$ cat config.mk
export PLATFORM = sky130hd
export DESIGN_NAME = or_result_packer
export DESIGN_NICKNAME = d
export VERILOG_FILES = /design/src/rtl/or_result_packer.sv
export SDC_FILE = /design/constraint.sdc
export NUM_CORES = 1
export LEC_CHECK = 0
export ABC_CLOCK_PERIOD_IN_PS = 3400
export BUFFER_PORTS_ARGS = -buffer_cell sky130_fd_sc_hd__buf_2
export CORE_ASPECT_RATIO = 2
export CORE_UTILIZATION = 30
export CTS_BUF_LIST = sky130_fd_sc_hd__clkbuf_16
export DETAILED_ROUTE_END_ITERATION = 12
export GPL_ROUTABILITY_DRIVEN = 1
export PLACE_DENSITY = 0.44
export SLEW_MARGIN = 20
export SYNTH_ARGS = -nofsm -noshare
export SYNTH_HDL_FRONTEND = slang
export SYNTH_SLANG_ARGS = --single-unit
$ cat constraint.sdc
create_clock -name CLK -period 3.4 [get_ports CLK]
set_clock_uncertainty 0.15 [all_clocks]
set_input_delay 0.51 -clock CLK [delete_from_list [all_inputs] [get_ports CLK]]
set_output_delay 0.51 -clock CLK [all_outputs]
set_load 0.005 [all_outputs]
$ cat src/rtl/or_result_packer.sv
`default_nettype none
// ============================================================================
//  Module   : or_result_packer
//  Purpose  : Pops single result bits from the upstream OR stage and packs
//             them into words of a run-time programmable length. Finished
//             words go into a small FIFO that feeds the next stage through a
//             ready/enable pop interface.
//
//  Ports    : CLK, RST        - clock, synchronous active-high reset
//             y_data/y_rdy    - upstream bit and its availability
//             y_en            - pop strobe to upstream (y_rdy & !full & !RST)
//             len_value/len_en- requested word length, method enable
//             len_rdy         - length may be changed (no partial word)
//             dout_en         - downstream pops the head word
//             dout_value      - head word (0 when FIFO empty)
//             dout_rdy        - FIFO non-empty
//
//  Options  : OR_PACKER_MSB_FIRST_EN - when defined, the first bit of a word
//             lands at position L-1 and the last at position 0; otherwise
//             the k-th bit of a word lands at position k.
//
//  Revision : 1.0 - initial release
// ============================================================================
module or_result_packer #(
    parameter int WIDTH = 8,
    parameter int DEPTH = 4,
    parameter int LW    = $clog2(WIDTH) + 1
) (
    input  logic             CLK,
    input  logic             RST,
    input  logic             y_data,
    input  logic             y_rdy,
    output logic             y_en,
    input  logic [LW-1:0]    len_value,
    input  logic             len_en,
    output logic             len_rdy,
    input  logic             dout_en,
    output logic [WIDTH-1:0] dout_value,
    output logic             dout_rdy
);

    localparam int CW = $clog2(WIDTH);
    localparam int PW = $clog2(DEPTH);
    localparam int OW = PW + 1;

    localparam logic [LW-1:0] c_WIDTH_LW = LW'(WIDTH);
    localparam logic [LW-1:0] c_ONE_LW   = LW'(1);
    localparam logic [CW-1:0] c_ONE_CW   = CW'(1);
    localparam logic [PW-1:0] c_ONE_PW   = PW'(1);
    localparam logic [OW-1:0] c_ONE_OW   = OW'(1);
    localparam logic [OW-1:0] c_DEPTH_OW = OW'(DEPTH);

    // ------------------------------------------------------------------
    // State
    // ------------------------------------------------------------------
    logic [LW-1:0]    len_q,    len_d;
    logic [CW-1:0]    count_q,  count_d;
    logic [WIDTH-1:0] shreg_q,  shreg_d;
    logic [PW-1:0]    rd_ptr_q, rd_ptr_d;
    logic [PW-1:0]    wr_ptr_q, wr_ptr_d;
    logic [OW-1:0]    occ_q,    occ_d;
    logic [WIDTH-1:0] mem_q [DEPTH];

    // ------------------------------------------------------------------
    // Combinational decode
    // ------------------------------------------------------------------
    logic             w_full;
    logic             w_empty;
    logic             w_len_take;
    logic [LW-1:0]    w_len_clamped;
    logic [LW-1:0]    w_len_eff;
    logic             w_last;
    logic [WIDTH-1:0] w_word;
    logic             w_push;
    logic             w_pop;

    assign w_full   = (occ_q == c_DEPTH_OW);
    assign w_empty  = (occ_q == '0);

    assign y_en     = y_rdy & ~w_full & ~RST;
    assign len_rdy  = (count_q == '0);
    assign dout_rdy = ~w_empty;
    assign dout_value = w_empty ? '0 : mem_q[rd_ptr_q];

    // Zero and oversize requests both mean "full width".
    always_comb begin
        w_len_clamped = len_value;
        if ((len_value == '0) || (len_value > c_WIDTH_LW)) begin
            w_len_clamped = c_WIDTH_LW;
        end
    end

    // A request arriving at count 0 already governs the bit accepted on the
    // same edge; a blocked request must not influence word completion.
    assign w_len_take = len_en & len_rdy;
    assign w_len_eff  = w_len_take ? w_len_clamped : len_q;
    assign w_last     = ({1'b0, count_q} == (w_len_eff - c_ONE_LW));

    // Partial word including the bit being accepted this cycle.
`ifdef OR_PACKER_MSB_FIRST_EN
    assign w_word = {shreg_q[WIDTH-2:0], y_data};
`else
    always_comb begin
        w_word          = shreg_q;
        w_word[count_q] = y_data;
    end
`endif

    assign w_push = y_en & w_last;
    assign w_pop  = dout_en & ~w_empty;

    // ------------------------------------------------------------------
    // Next-state logic
    // ------------------------------------------------------------------
    always_comb begin
        len_d    = len_q;
        count_d  = count_q;
        shreg_d  = shreg_q;
        rd_ptr_d = rd_ptr_q;
        wr_ptr_d = wr_ptr_q;
        occ_d    = occ_q;

        if (w_len_take) begin
            len_d = w_len_clamped;
        end

        if (y_en) begin
            if (w_last) begin
                count_d = '0;
                shreg_d = '0;
            end else begin
                count_d = count_q + c_ONE_CW;
                shreg_d = w_word;
            end
        end

        if (w_push) begin
            wr_ptr_d = wr_ptr_q + c_ONE_PW;
        end
        if (w_pop) begin
            rd_ptr_d = rd_ptr_q + c_ONE_PW;
        end

        case ({w_push, w_pop})
            2'b10:   occ_d = occ_q + c_ONE_OW;
            2'b01:   occ_d = occ_q - c_ONE_OW;
            default: occ_d = occ_q;
        endcase
    end

    // ------------------------------------------------------------------
    // Registers
    // ------------------------------------------------------------------
    always_ff @(posedge CLK) begin
        if (RST) begin
            len_q    <= c_WIDTH_LW;
            count_q  <= '0;
            shreg_q  <= '0;
            rd_ptr_q <= '0;
            wr_ptr_q <= '0;
            occ_q    <= '0;
        end else begin
            len_q    <= len_d;
            count_q  <= count_d;
            shreg_q  <= shreg_d;
            rd_ptr_q <= rd_ptr_d;
            wr_ptr_q <= wr_ptr_d;
            occ_q    <= occ_d;
        end
    end

    // Storage needs no reset: contents are only visible while occupied, and
    // w_push is already blocked during reset through y_en.
    always_ff @(posedge CLK) begin
        if (w_push) begin
            mem_q[wr_ptr_q] <= w_word;
        end
    end

endmodule
`default_nettype wire

* Word-level counts from Yosys, hierarchy flattened
Memories as Yosys holds them, arrays and structs flattened. A register that Yosys moved wholly into a read port is not among the register bits.
Cells that the tools add are included.
** Word-level totals
- Flip-flop bits (word level) :: 22
- Memories kept :: 1
- Memory bits (writable) :: 32
- Output and inout port bits :: 11
- Input port bits :: 10
- Logic and storage cells :: 47
** Operators by class
- Equal/unequal tests :: 4
- Add/subtract/negate cells :: 6
- Bitwise operators :: 8
- Reductions and logical operators :: 6
- $lt $le $gt $ge :: 3
- Multiplexer cells :: 13
** Memories
- mem_q :: words 4, width 8, read ports 1, clocked after Yosys merged registers in 1, write ports 1, RTL line 62 : logic [WIDTH-1:0] mem_q [DEPTH];
** Operators by type and width (count)
- 8-bit two-way mux :: 2
- 8-bit bitwise mux :: 1
- 4-bit two-way mux :: 2
- 3-bit by 1-bit adder with 3-bit output, second input constant :: 2
- 3-bit zero test :: 2
- 3-bit one-hot mux with 2 select lines :: 1
- 1-bit AND :: 5
- 2-bit by 1-bit adder with 2-bit output, second input constant :: 2
- 3-bit by 4-bit equality test with 1-bit output :: 1
- 4-bit > comparator, second input constant :: 1
- 4-bit zero test :: 1
- 3-bit by 4-bit less-than comparator with 1-bit output, second input constant :: 1
- 2-bit two-way mux :: 2
- 4-bit by 1-bit subtractor with 4-bit output, second input constant :: 1
- 1-bit demux with 3-bit select :: 1
- 3-bit equality test, second input constant :: 1
- 3-bit by 1-bit >= comparator with 1-bit output, second input constant :: 1
- 1-bit two-way mux :: 3
- 3-bit two-way mux :: 1
- 1-bit NOT :: 3
- 3-bit by 1-bit subtractor with 3-bit output, second input constant :: 1
- 2-bit by 1-bit equality test with 1-bit output, second input constant :: 1
- 2-bit equality test, second input constant :: 1
- 2-bit nonzero test :: 1
- other kinds (2) :: 2

* Depth between registers and ports, before layout
- Depth after elaboration :: 9
- Mapped depth :: 17
- Mapped depth without buffers :: 14

* Worst setup path before layout
Ideal clock, no wire load.
- Kind :: register to register
- Start :: register count_q[0]
- End :: register occ_q[2]
- Setup time :: 71 ps
- Path buffers :: 3
- Clock period less this slack :: 3567 ps
- Data arrival time :: 3346 ps
- Stages on the path, launching flop included :: 18
- Slack :: -167 ps
- Data required time :: 3179 ps
- Cells stage by stage :: dfxtp_1 clkbuf_1 inv_2 ha_1 and3b_1 buf_6 mux2i_4 and4_1 a211o_1 and3_1 buf_4 inv_2 ha_1 inv_1 fa_1 xor2_1 or3_1 a21oi_1
** Between the ends
- Longest elaborated chain between the ends :: 8
- Elaborated cells between the ends (all ways) :: 10
- Those cells by class :: 1 x add/sub; 3 x eq/ne; 2 x mux; 2 x bitwise; 2 x reduce/logical
** Ends and longest elaborated chain
- start: declaration :: RTL line 57 : logic [CW-1:0] count_q, count_d;
- start signal: assignment :: RTL line 164 : count_q <= count_d;
- 3-bit zero test :: RTL line 81 : assign len_rdy = (count_q == '0);
- 1-bit AND :: RTL line 95 : assign w_len_take = len_en & len_rdy;
- 4-bit two-way mux
- 4-bit by 1-bit subtractor with 4-bit output :: RTL line 97 : assign w_last = ({1'b0, count_q} == (w_len_eff - c_ONE_LW));
- 3-bit by 4-bit equality test with 1-bit output (*) :: RTL line 97
- 1-bit AND (*) :: RTL line 109 : assign w_push = y_en & w_last;
- 2-bit by 1-bit equality test with 1-bit output / 2-bit equality test (equally long branches) :: RTL line 144 : case ({w_push, w_pop})
- 3-bit one-hot mux with 2 select lines / 2-bit nonzero test (equally long branches)
- end signal: assignment :: RTL line 161 : occ_q <= '0;
- end signal: assignment :: RTL line 168 : occ_q <= occ_d;
- end: declaration :: RTL line 61 : logic [OW-1:0] occ_q, occ_d;
Mark *: on every way between the ends. The rest lies on a longest branch, timed or not.
A chain may end at the register's enable or synchronous reset.

* Worst setup path after layout
Same ends and word-level chain as after synthesis.

==> flow_summary.json <==
{
  "die_height_um": 132,
  "place_inst": 314,
  "grt_pass1_vias": 1658,
  "period_minus_slack_ns": 3.24,
  "routedWlPerCell_um": 15.9,
  "p_clk_frac": 0.378,
  "grt_pass1_wl_um": 8600,
  "yosysWarnings": 0,
  "nNetsFinal": 241,
  "gr-usage-met1": 0.135,
  "vdd_ir_drop_max_mv": 0.198,
  "internal-power_w": 0.00105,
  "syn-instance-count": 191,
  "path_class": "register to register",
  "synthTopCellsByArea": "edfxtp_1, dfxtp_1, mux4_2, a32o_1, ha_1",
  "row_count": 47,
  "status": "finished, final reports clean",
  "drt-pass1-iter-count": 4,
  "grt_max_degree": 18,
  "hpwl_um": 3920,
  "initial_core_util": 0.309,
  "worstPathRequired_ns": 3.48,
  "drive_gt1_frac": 0.299,
  "synthTopCellsByCount": "edfxtp_1, dfxtp_1, and2_1, nor2_1, a32o_1",
  "route.detailed.drc": 0,
  "initialDrtViolationCount": 26,
  "syn_nets": 209,
  "swShare": 0.226,
  "wl_um": 5100,
  "hp-class": "register to register",
  "cap_violations": 0,
  "antenna_left": 0,
  "core_area_sq_um": 8230,
  "ys_seq_area_frac": 0.566,
  "vias_per_cell": 4.84,
  "fin_tns_setup_ns": 0,
  "syn_area_sq_um": 2550,
  "cts_made_buffers": 5,
  "relSlewSlack": 0.406,
  "clock-sinks": 56,
  "grtUsageTotal": 0.133,
  "cellPowerDensity_nw_per_um2": 447,
  "clockBufferDepth": 2,
  "power.leakage_nw": 1.11,
  "post-route-period-util": 0.953,
  "antenna_found_initial": 0,
  "netlist.area_leader.share": 0.377,
  "n_fill_cell": 811,
  "grt-busiest-layer": "met2",
  "synth_async_sr_flop_share": 0,
  "grt_overflow": 0,
  "syn_avg_cell_area_sq_um": 13.3,
  "vias": 1557,
  "ys_types": 43,
  "diodes": 0,
  "synth_flop_cell": "edfxtp_1",
  "yosysMostFrequentCell": "edfxtp_1",
  "cts_root_buffer": "clkbuf_16",
  "switchingPower_w": 0.000307,
  "clk_pin_slew_worst_paths_ns": 0.08,
  "cts_tree": "built",
  "synth-seq-cells": 56,
  "final_hold_viol_count": 0,
  "slew_viol_final": 0,
  "rsz0062_at_grt": "false",
  "regArea_sq_um": 1440,
  "arrival_ns": 3.32,
  "endpoint_kind": "register",
  "clk-insertion-delay-late_ns": 0.30,
  "setup_violations": 0,
  "start_kind": "register",
  "combPwrFrac": 0.088,
  "syn_to_final_growth_pct": 19.3,
  "cts_max_level": 2,
  "die_w_um": 67.2,
  "port_buffers": 20,
  "worstPathMaxFanout": 5,
  "grtUsageMet2": 0.253,
  "met3_usage": 0.0190,
  "share_seq_of_total_power": 0.534,
  "multi_input_comb_area_sq_um": 1050,
  "yosys.area.top_type": "edfxtp_1",
  "tightest_slew_ns": 0.891,
  "synth-edff-count": 32,
  "die-area_sq_um": 8890,
  "io_pins": 21,
  "routabilityCongestion": 0.791,
  "fmax_mhz": 309,
  "fin_cells": 322
}
worst paths after layout:
kind | from | to | slack (ns) | depth (start not counted)
setup / recovery | count_q[0] | occ_q[2] | 0.16 | 15
hold / removal | shreg_q[0] | shreg_q[0] | 0.31 | 1
setup reg to reg | count_q[0] | occ_q[2] | 0.16 | 15
hold reg to reg | shreg_q[0] | shreg_q[0] | 0.31 | 1
timing repair:
item,4_1_cts,5_1_grt
endpoints found under the setup margin,0,1
hold buffers,0,0
buffers inserted,0,0
resized for setup,0,5
power groups by stage:
stage,clock network [W],registers (W),logic [W]
finish,0.000513,0.000726,0.000119
global route,0.000550,0.000726,0.000133
CTS,0.000528,0.000725,0.000119
detailed placement,0,0.000741,0.000118
global placement,0,0.000741,0.000118
floorplan,0,0.000740,0.0000762
sequential cells by signal (all words and copies together) (netlist names), named ones only:
signal    count
len_q         4
mem_q        32
count_q       3
rd_ptr_q      2
wr_ptr_q      2
shreg_q       8
occ_q         3
cell families (layout without fill, tap and decap cells):
group                      count (synthesis)  in the layout  synth area share
buffers and inverters                     18             51            0.0309
adders and majority gates                  8              8            0.0422
and+or+nand+nor                           58             58             0.128
DFF                                       56             56             0.566
muxes                                     23             23             0.144
xor gates and xnor gates                   6              6            0.0206
AOI/OAI and AO/OA                         22             22            0.0683
stage by stage:
| step | utilization | setup WS (ns) | hold slack (ns) | power, W | instance area (sq um) |
|---|---|---|---|---|---|
| floorplan | - | 0.0156 | 0.285 | 0.000816 | 2560 |
| global placement | 0.349 | 0.119 | 0.293 | 0.000859 | 2870 |
| detailed placement | 0.349 | 0.106 | 0.304 | 0.000859 | 2870 |
| CTS | 0.366 | 0.102 | 0.321 | 0.00137 | 3020 |
| global route | 0.369 | 0.0227 | 0.339 | 0.00141 | 3040 |
| finish | 0.369 | 0.160 | 0.315 | 0.00136 | 3040 |
critical path, stage by stage (launching register included):
cell	delay, ns
dfxtp_1	0.34
inv_2	0.06
ha_1	0.21
and3b_1	0.21
buf_12	0.14
mux2i_4	0.19
and4_1	0.22
a211o_1	0.24
and3_1	0.19
inv_2	0.05
ha_2	0.17
inv_1	0.05
fa_2	0.33
xor2_1	0.15
or3_1	0.31
a21oi_1	0.14
cell type report:
class,instances,area share
Inverter,8,0.00988
Timing Repair Buffer,35,0.0823
Clock buffer,5,0.0412
Sequential cell,56,0.474
Tap cell,98,0.0403
Clock inverter,3,0.00659
Multi-Input combinational cell,117,0.345
layer usage:
metal,wire length [um],up-vias
li1,-,768
met1,1830,761
met2,3050,21
met3,122,7
met4,99,0
met5,0,-
cells in the final DEF, fill, tap and decap left out, types with 4 or more instances in the layout:
master	n
mux2_2	4
mux4_2	8
and2_1	13
nor2_1	11
a32o_1	9
buf_4	12
buf_2	20
nand3_1	4
edfxtp_1	32
mux2_1	5
nor2b_1	6
dfxtp_1	24
a21oi_1	4
nor3_1	4
nand2_1	5
inv_1	6
ha_1	6
clkbuf_16	5
No activity file was read; power rests on OpenSTA's default activity.
